[config.mk]
export PLATFORM = sky130hd
export DESIGN_NAME = forward_arb
export DESIGN_NICKNAME = d
export VERILOG_FILES = /design/src/rtl/forward_arb_pkg.sv /design/src/rtl/forward_arb_rr_pick.sv /design/src/rtl/forward_arb.sv
export SDC_FILE = /design/constraint.sdc
export NUM_CORES = 1
export LEC_CHECK = 0
export BUFFER_PORTS_ARGS = -buffer_cell sky130_fd_sc_hd__buf_2
export CAP_MARGIN = 0
export CORE_AREA = 3 3 203 205
export CTS_BUF_LIST = sky130_fd_sc_hd__clkbuf_8
export DETAILED_ROUTE_END_ITERATION = 6
export DIE_AREA = 0 0 206 208
export RECOVER_POWER = 50
export SLEW_MARGIN = 20
export SYNTH_ARGS = -nofsm -noshare
export SYNTH_HDL_FRONTEND = slang
export SYNTH_HIERARCHICAL = 1
export SYNTH_SLANG_ARGS = --single-unit
[constraint.sdc]
create_clock -name clk -period 5.05 [get_ports clk]
set_input_delay 0.2525 -clock clk [delete_from_list [all_inputs] [get_ports clk]]
set_output_delay 0.2525 -clock clk [all_outputs]
set_load 0.05 [all_outputs]
[src/rtl/forward_arb_pkg.sv]
// Shared definitions for the forwarder-side core arbiter: tag width helper and FSM encodings.
`ifndef FORWARD_ARB_CLOG2
`define FORWARD_ARB_CLOG2
`define CLOG2(x) (((x) <= 1) ? 1 : $clog2(x))
`endif

package forward_arb_pkg;

  localparam logic [1:0] FA_IDLE  = 2'd0;
  localparam logic [1:0] FA_OFFER = 2'd1;
  localparam logic [1:0] FA_BUSY  = 2'd2;

  typedef enum logic [1:0] {
    ST_IDLE  = FA_IDLE,
    ST_OFFER = FA_OFFER,
    ST_BUSY  = FA_BUSY
  } fa_state_e;

endpackage

[src/rtl/forward_arb_rr_pick.sv]
// Rotating priority encoder: grants the first requester at or after ptr, wrapping mod N.
module rr_pick #(
  parameter int N      = 4,
  parameter int TAG_SZ = 2
) (
  input  logic [N-1:0]      req,
  input  logic [TAG_SZ-1:0] ptr,
  output logic [TAG_SZ-1:0] gnt_idx,
  output logic              any
);

  logic [TAG_SZ-1:0] idx;

  // Scan farthest-first so the candidate closest to ptr is written last and wins.
  always_comb begin
    gnt_idx = '0;
    any     = 1'b0;
    idx     = '0;
    for (int k = N - 1; k >= 0; k--) begin
      idx = TAG_SZ'((int'(ptr) + k) % N);
      if (req[idx]) begin
        gnt_idx = idx;
        any     = 1'b1;
      end
    end
  end

endmodule

[src/rtl/forward_arb.sv]
// Forwarder-side arbiter: offers one core's accepted packet to the single forwarder,
// then steers reads and the done pulse to that core and muxes its read data back.
module forward_arb
  import forward_arb_pkg::*;
#(
  parameter int N                 = 4,
  parameter int SN_FWD_ADDR_WIDTH = 8,
  parameter int SN_FWD_DATA_WIDTH = 64,
  parameter int PLEN_WIDTH        = 32,
  parameter int TAG_SZ            = `CLOG2(N),
  parameter int ORDERED           = 0,
  parameter int BUF_OUT           = 0
) (
  input  logic                                  clk,
  input  logic                                  rst,
  input  logic [SN_FWD_ADDR_WIDTH-1:0]          fwd_addr,
  input  logic                                  fwd_rd_en,
  output logic [SN_FWD_DATA_WIDTH-1:0]          fwd_rd_data,
  output logic                                  fwd_rd_data_vld,
  output logic [PLEN_WIDTH-1:0]                 fwd_byte_len,
  input  logic                                  fwd_done,
  output logic                                  rdy_for_fwd,
  input  logic                                  rdy_for_fwd_ack,
  input  logic [N-1:0]                          rdy_for_fwd_i,
  output logic [N-1:0]                          rdy_for_fwd_ack_i,
  output logic [SN_FWD_ADDR_WIDTH-1:0]          fwd_addr_i,
  output logic [N-1:0]                          fwd_rd_en_i,
  input  logic [N-1:0][SN_FWD_DATA_WIDTH-1:0]   fwd_rd_data_i,
  input  logic [N-1:0]                          fwd_rd_data_vld_i,
  input  logic [N-1:0][PLEN_WIDTH-1:0]          fwd_byte_len_i,
  output logic [N-1:0]                          fwd_done_i,
  output logic [TAG_SZ-1:0]                     sel_tag
);

  fa_state_e               state_q, state_d;
  logic [TAG_SZ-1:0]       sel_q, sel_d, ptr_q, ptr_d, pick_idx;
  logic [PLEN_WIDTH-1:0]   len_q, len_d;
  logic [N-1:0]            elig;
  logic                    pick_any;
  logic [SN_FWD_DATA_WIDTH-1:0] rd_data_c;
  logic                    rd_vld_c;

  // In ordered mode only the core at ptr may be chosen, so the picker just confirms it.
  assign elig = (ORDERED != 0) ? (rdy_for_fwd_i & (N'(1) << ptr_q)) : rdy_for_fwd_i;

  rr_pick #(.N(N), .TAG_SZ(TAG_SZ)) u_pick (
    .req     (elig),
    .ptr     (ptr_q),
    .gnt_idx (pick_idx),
    .any     (pick_any)
  );

  always_ff @(posedge clk or negedge rst) begin
    if (!rst) begin
      state_q <= ST_IDLE;
      sel_q   <= '0;
      ptr_q   <= '0;
      len_q   <= '0;
    end else begin
      state_q <= state_d;
      sel_q   <= sel_d;
      ptr_q   <= ptr_d;
      len_q   <= len_d;
    end
  end

  always_comb begin
    state_d           = state_q;
    sel_d             = sel_q;
    ptr_d             = ptr_q;
    len_d             = len_q;
    rdy_for_fwd       = 1'b0;
    fwd_byte_len      = '0;
    rdy_for_fwd_ack_i = '0;
    fwd_rd_en_i       = '0;
    fwd_done_i        = '0;
    case (state_q)
      ST_IDLE: begin
        if (pick_any) begin
          sel_d   = pick_idx;
          state_d = ST_OFFER;
        end
      end
      ST_OFFER: begin
        // A core withdrawing its packet before the ack drops the offer without moving ptr.
        if (!rdy_for_fwd_i[sel_q]) begin
          state_d = ST_IDLE;
        end else begin
          rdy_for_fwd  = 1'b1;
          fwd_byte_len = fwd_byte_len_i[sel_q];
          if (rdy_for_fwd_ack) begin
            rdy_for_fwd_ack_i[sel_q] = 1'b1;
            len_d                    = fwd_byte_len_i[sel_q];
            state_d                  = ST_BUSY;
          end
        end
      end
      ST_BUSY: begin
        fwd_byte_len        = len_q;
        fwd_rd_en_i[sel_q]  = fwd_rd_en;
        if (fwd_done) begin
          fwd_done_i[sel_q] = 1'b1;
          ptr_d             = (sel_q == TAG_SZ'(N - 1)) ? '0 : sel_q + 1'b1;
          state_d           = ST_IDLE;
        end
      end
      default: state_d = ST_IDLE;
    endcase
  end

  assign fwd_addr_i = fwd_addr;
  assign sel_tag    = sel_q;

  // Returned data is only routed while a packet is owned; stale beats after done are dropped.
  assign rd_data_c = (state_q == ST_BUSY) ? fwd_rd_data_i[sel_q] : '0;
  assign rd_vld_c  = (state_q == ST_BUSY) && fwd_rd_data_vld_i[sel_q];

  generate
    if (BUF_OUT != 0) begin : g_buf
      logic [SN_FWD_DATA_WIDTH-1:0] data_q;
      logic                         vld_q;
      always_ff @(posedge clk or negedge rst) begin
        if (!rst) begin
          data_q <= '0;
          vld_q  <= 1'b0;
        end else begin
          data_q <= rd_data_c;
          vld_q  <= rd_vld_c;
        end
      end
      assign fwd_rd_data     = data_q;
      assign fwd_rd_data_vld = vld_q;
    end else begin : g_nobuf
      assign fwd_rd_data     = rd_data_c;
      assign fwd_rd_data_vld = rd_vld_c;
    end
  endgenerate

endmodule

; After elaboration in Yosys (flattened, before gate mapping)
; Cells that the tools add are included.
; W data, S select, Z words.
[word_totals]
register_bits = 38
out_inout_bits = 120
elab_cells = 71
[classes]
add_sub_neg = 4
n_lt_le_gt_ge = 6
n_eq_ne = 6
mux = 43
n_bitwise = 1
reduce_logical = 7
[ops]
columns = op, count
row1 = $bmux W64 S2, 1
row2 = $mux W64, 2
row3 = $bmux W32 S2, 1
row4 = $mux W32, 2
row5 = $pmux W32 S2, 1
row6 = $mux W4, 6
row7 = $mux W2, 9
row8 = $lt A2 B3 Y1 const B, 5
row9 = $mux W1, 13
row10 = $bmux W1 S2, 6
row11 = $pmux W2 S3, 1
row12 = $reduce_and A3 Y1, 2
row13 = $add A2 B1 Y2 const B, 2
row14 = $add A2 B2 Y2 const B, 2
row15 = $and A4 B4 Y4, 1
row16 = $eq A2 B2 Y1 const B, 2
row17 = $ne A2 B2 Y1 const B, 2
row18 = $reduce_and A2 Y1, 2
row19 = $ne A3 B3 Y1 const B, 1
row20 = $demux W1 S2, 1
row21 = $eq A2 B1 Y1 const B, 1
row22 = $ge A2 B1 Y1 const B, 1
row23 = $logic_and A1 B1 Y1, 2
row24 = $logic_not A2 Y1, 1

; Logic depth before layout (Yosys ltp)
[depth]
depth_word = 9
ltp_mapped = 8
mapped_depth_nobuf = 6

; Modules after synthesis
; Netlist, hierarchy kept.
[modules_own_cells]
columns = mod, n_inst, cells_each, area_each_um2, seq_area_each_um2
row1 = forward_arb, 1, 394, 5066.1, 950.9
row2 = rr_pick, 1, 13, 77.6, 0.0

; Least setup slack after synthesis
; OpenSTA, ideal clock, no wires.
[synth_path]
path_type = register -> output
from = register sel_q[0] (netlist: sel_tag[0])
to = output fwd_byte_len[10]
t_arrival_ns = 2.537
t_required_ns = 4.798
slack_ns = 2.260
path_stages_with_launch = 8
cell_sequence = dfrtp_1 buf_6 nand2_1 o22ai_2 buf_4 buf_2 a22oi_1 nor2b_1
[synth_via]
elab_chain_cells = 4
[synth_lines]
columns = element, line_no
row1 = start: declaration, forward_arb.sv:36  ; logic [TAG_SZ-1:0] sel_q, sel_d, ptr_q, ptr_d, pick_idx;
row2 = start signal: assignment, forward_arb.sv:61  ; sel_q <= sel_d;
row3 = $bmux W32 S2 / $bmux W1 S2 (equally long branches), "forward_arb.sv:90, forward_arb.sv:86"
row4 = $mux W32 (not written as such) / $mux W1 (equally long branches), "forward_arb.sv:90, forward_arb.sv:86"
row5 = $mux W32 *, forward_arb.sv:86  ; if (!rdy_for_fwd_i[sel_q]) begin
row6 = $pmux W32 S2 *, forward_arb.sv:77  ; case (state_q)
row7 = end: declaration, forward_arb.sv:20  ; output logic [PLEN_WIDTH-1:0] fwd_byte_len,
; Every way passes the cells marked *; elsewhere a longest branch is shown, timed or not. The select of a mux whose other input is x is not followed.

; Worst setup path after layout
[layout_path]
from = register state_q[0]
to = output fwd_rd_data[46]
[layout_via]
elab_chain_cells = 2
[layout_lines]
columns = element, line_no
row1 = start: declaration, forward_arb.sv:35  ; fa_state_e state_q, state_d;
row2 = start signal: assignment, forward_arb.sv:60  ; state_q <= state_d;
row3 = $eq A2 B2 Y1, forward_arb.sv:115  ; assign rd_data_c = (state_q == ST_BUSY) ? fwd_rd_data_i[sel_q] : '0;
row4 = $mux W64, forward_arb.sv:115
row5 = end: declaration, forward_arb.sv:18  ; output logic [SN_FWD_DATA_WIDTH-1:0] fwd_rd_data,
; Every way passes these cells.

==> flow_metrics.env <==
export IMPL_synth_cells=407
export IMPL_crit_start="state_q[0]"
export IMPL_worstPathCellList="inv_1 -> ha_1 -> buf_4 -> and2_1 -> clkbuf_1"
export IMPL_power_frac_comb_pct=75.9
export IMPL_die_y_um=208
export IMPL_seq_power_share_pct=16.3
export IMPL_area_growth_pct=57.8
export IMPL_ctsLongestPathBuffers=2
export IMPL_status="finished, violations left"
export IMPL_die_w_um=206
export IMPL_avgRoutedWirePerCell_um=17.6
export IMPL_vias=5695
export IMPL_grt_pass1_wl_um=35900
export IMPL_drive_above_1_share_pct=69.6
export IMPL_grt_ovfl_total=0
export IMPL_ctsHoldBuffers=0
export IMPL_ys_ff_latch=38
export IMPL_critPathCaptureType="output pin"
export IMPL_relSlewSlack_pct=-53.7
export IMPL_mostFrequentLayoutCells="buf_2, mux4_2, and2_1"
export IMPL_fmax_mhz=260
export IMPL_fin_worst_skew_ns=0.0106
export IMPL_drc=0
export IMPL_fin_setup_tns_ns=0
export IMPL_synth_edf_count=0
export IMPL_synth_top_cell_area_share_pct=42.5
export IMPL_path_clk_slew_ns=0.08
export IMPL_clock_root_buffer="clkbuf_8"
export IMPL_ys_types=27
export IMPL_hold_path_class="input pin to register"
export IMPL_worst_ep_arrival_time_ns=3.59
export IMPL_r2r_end="len_q[10]"
export IMPL_yosys_warnings=6
export IMPL_fin_nets=1288
export IMPL_p_leak_nw=3.86
export IMPL_swShare_pct=50.9
export IMPL_cpPeakStageDelay_ns=1.22
export IMPL_cts_resized=0
export IMPL_synth_avg_cell_area_um2=12.6
export IMPL_ctsHtreeMaxLevel=2
export IMPL_firstDrtPassIters=4
export IMPL_setup_violations=0
export IMPL_drv_cap=4
export IMPL_r2r_cells=5
export IMPL_synth_area_um2=5140
export IMPL_synthArstFlopShare_pct=100
export IMPL_finalPower_mw=4.09
export IMPL_final_cells=1402
export IMPL_p_switching_mw=2.08
export IMPL_reg2reg_slack_ns=1.44
export IMPL_r2r_start="sel_tag[1]"
export IMPL_tritoncts="built"
export IMPL_antenna_left=0
export IMPL_dp_hpwl_um=21000
export IMPL_synth_ff_type="dfrtp_1"
export IMPL_timing_final_crit_share_pct=76.0
export IMPL_core_area_um2=39600
export IMPL_port_buffers=508
export IMPL_insertion_delay_ns=0.30
export IMPL_irDropWorstVdd_mv=0.173
export IMPL_finalCriticalPeriod_ns=3.84
export IMPL_violations="max-capacitance violations, max-slew violations"
export IMPL_dp_cells=1393
export IMPL_cts_made_buffers=5
export IMPL_grt_antenna_before_repair=10
export IMPL_crit_fanout=73
export IMPL_die_area_um2=42800
export IMPL_grtUsageTotal_pct=10.9
export IMPL_synth_area_leaders="mux4_2, dfrtp_1, and2_1"
export IMPL_vias_per_cell=4.06
export IMPL_grt_pass1_vias=6010
export IMPL_worst_pin_slew_ns=2.31
export IMPL_place_congestion=0.899
export IMPL_crit_path_top_delay_cell="ha_1"
export IMPL_cp_start_kind="register"
export IMPL_grt_max_degree=74
export IMPL_postCtsSetupBuffers=0
export IMPL_yosysSeqAreaShare_pct=18.5
export IMPL_initial_core_util_pct=13.0
export IMPL_io_pins=525
export IMPL_cp_required_ns=4.80
export IMPL_cp_endpoint="fwd_rd_data[46]"
export IMPL_crit_type="register to output pin"
export IMPL_powerDensity_nw_per_um2=504
export IMPL_p_int_mw=2.01
export IMPL_mappedNetlistNets=820
export IMPL_pwr_share_clk_pct=7.9
export IMPL_hold_viol_final=0
export IMPL_synth_top_area_cell="mux4_2"
export IMPL_drtIter0Drc=258
export IMPL_final_common_cell="buf_2"
export IMPL_rsz0062_at_grt="no"
export IMPL_rows=73
export IMPL_slew_viol_final=174
export IMPL_cts_sinks=38
export IMPL_routed_wl_um=24700
area by class of cell:
type / count / area [µm²]
fillers: 4485 / 31500
multi-input cells: 310 / 3800
repair buffers: 513 / 2540
flip-flops and latches: 38 / 958
well taps: 525 / 657
clock buffers: 5 / 68.8
clock inverters: 3 / 68.8
inverters: 7 / 26.3
diodes: 1 / 2.50
power groups by stage:
stage | registers [mW] | logic, mW | clock network (mW)
floorplan | 0.564 | 2.62 | 0
global placement | 0.675 | 3.15 | 0
detailed placement | 0.679 | 3.19 | 0
CTS | 0.676 | 3.19 | 0.339
global route | 0.706 | 3.35 | 0.352
finish | 0.665 | 3.11 | 0.322
per-stage QoR:
stage	setup WS (ns)	hold WS, ns	util, %	instance area, µm²
2_1_floorplan	2.26	-0.0431	-	5140
5_1_grt	0.969	0.285	20.5	8120
3_5_place_dp	2.00	0.461	20.3	8070
4_1_cts	1.70	0.101	20.7	8200
3_3_place_gp	2.00	0.442	20.3	8070
6_report	1.21	0.302	20.5	8120
worst min-delay path by stage:
| stage | depth (start not counted) | slack [ns] | from | to |
|---|---|---|---|---|
| 3_3_place_gp | 1 | 0.44 | rst | len_q[19] |
| 5_1_grt | 3 | 0.29 | rdy_for_fwd_ack | state_q[1] |
| 4_1_cts | 1 | 0.10 | rst | len_q[20] |
| 2_1_floorplan | 0 | -0.04 | rst | len_q[0] |
| 3_5_place_dp | 1 | 0.46 | rst | len_q[20] |
| 6_report | 3 | 0.30 | rdy_for_fwd_ack | state_q[1] |
registers in the layout (all words and copies together) (netlist names):
name     flops
ptr_q        2
sel_tag      2
state_q      2
len_q       32
cells in the mapped netlist, types with 2 or more instances:
cell,n
and3_1,12
buf_6,12
and2_1,65
nand2b_1,3
nor2_1,5
buf_4,11
ha_1,8
nand2_1,6
dfrtp_1,38
a21oi_1,2
inv_1,7
clkbuf_1,17
a22oi_1,33
mux2i_1,3
mux2_1,12
mux2_2,14
mux4_2,97
nor2b_1,33
buf_2,12
mux2_4,10
cell families (layout without fill, tap and decap cells):
logic type               after synthesis  count (layout)  share of synthesized area (%)
flip-flops                            38              38                           18.5
AND/OR/NAND/NOR                      126             126                           14.8
multiplexers                         136             136                           51.7
AO/OA/AOI/OAI                         40              40                           5.94
other                                  0               1                              0
buffers and inverters                 59             528                           7.15
adder cells (fa/ha/maj)                8               8                           1.95
routing by layer:
metal / GRT usage [%] / wire (µm) / vias to the layer above
li1: - / - / 2527
met1: 13.5 / 9820 / 2827
met2: 19.0 / 12200 / 287
met3: 3.15 / 2210 / 38
met4: 1.97 / 321 / 16
met5: 0 / 100 / -
worst max-delay path: cells and delay by family, from the launching register on:
family | cells | cell delay (ns)
buf+inv | 3 | 1.27
fa+ha+maj | 1 | 1.22
flops | 1 | 0.40
simple gates | 1 | 0.24
Note: power is estimated with default switching activity, not from simulation.
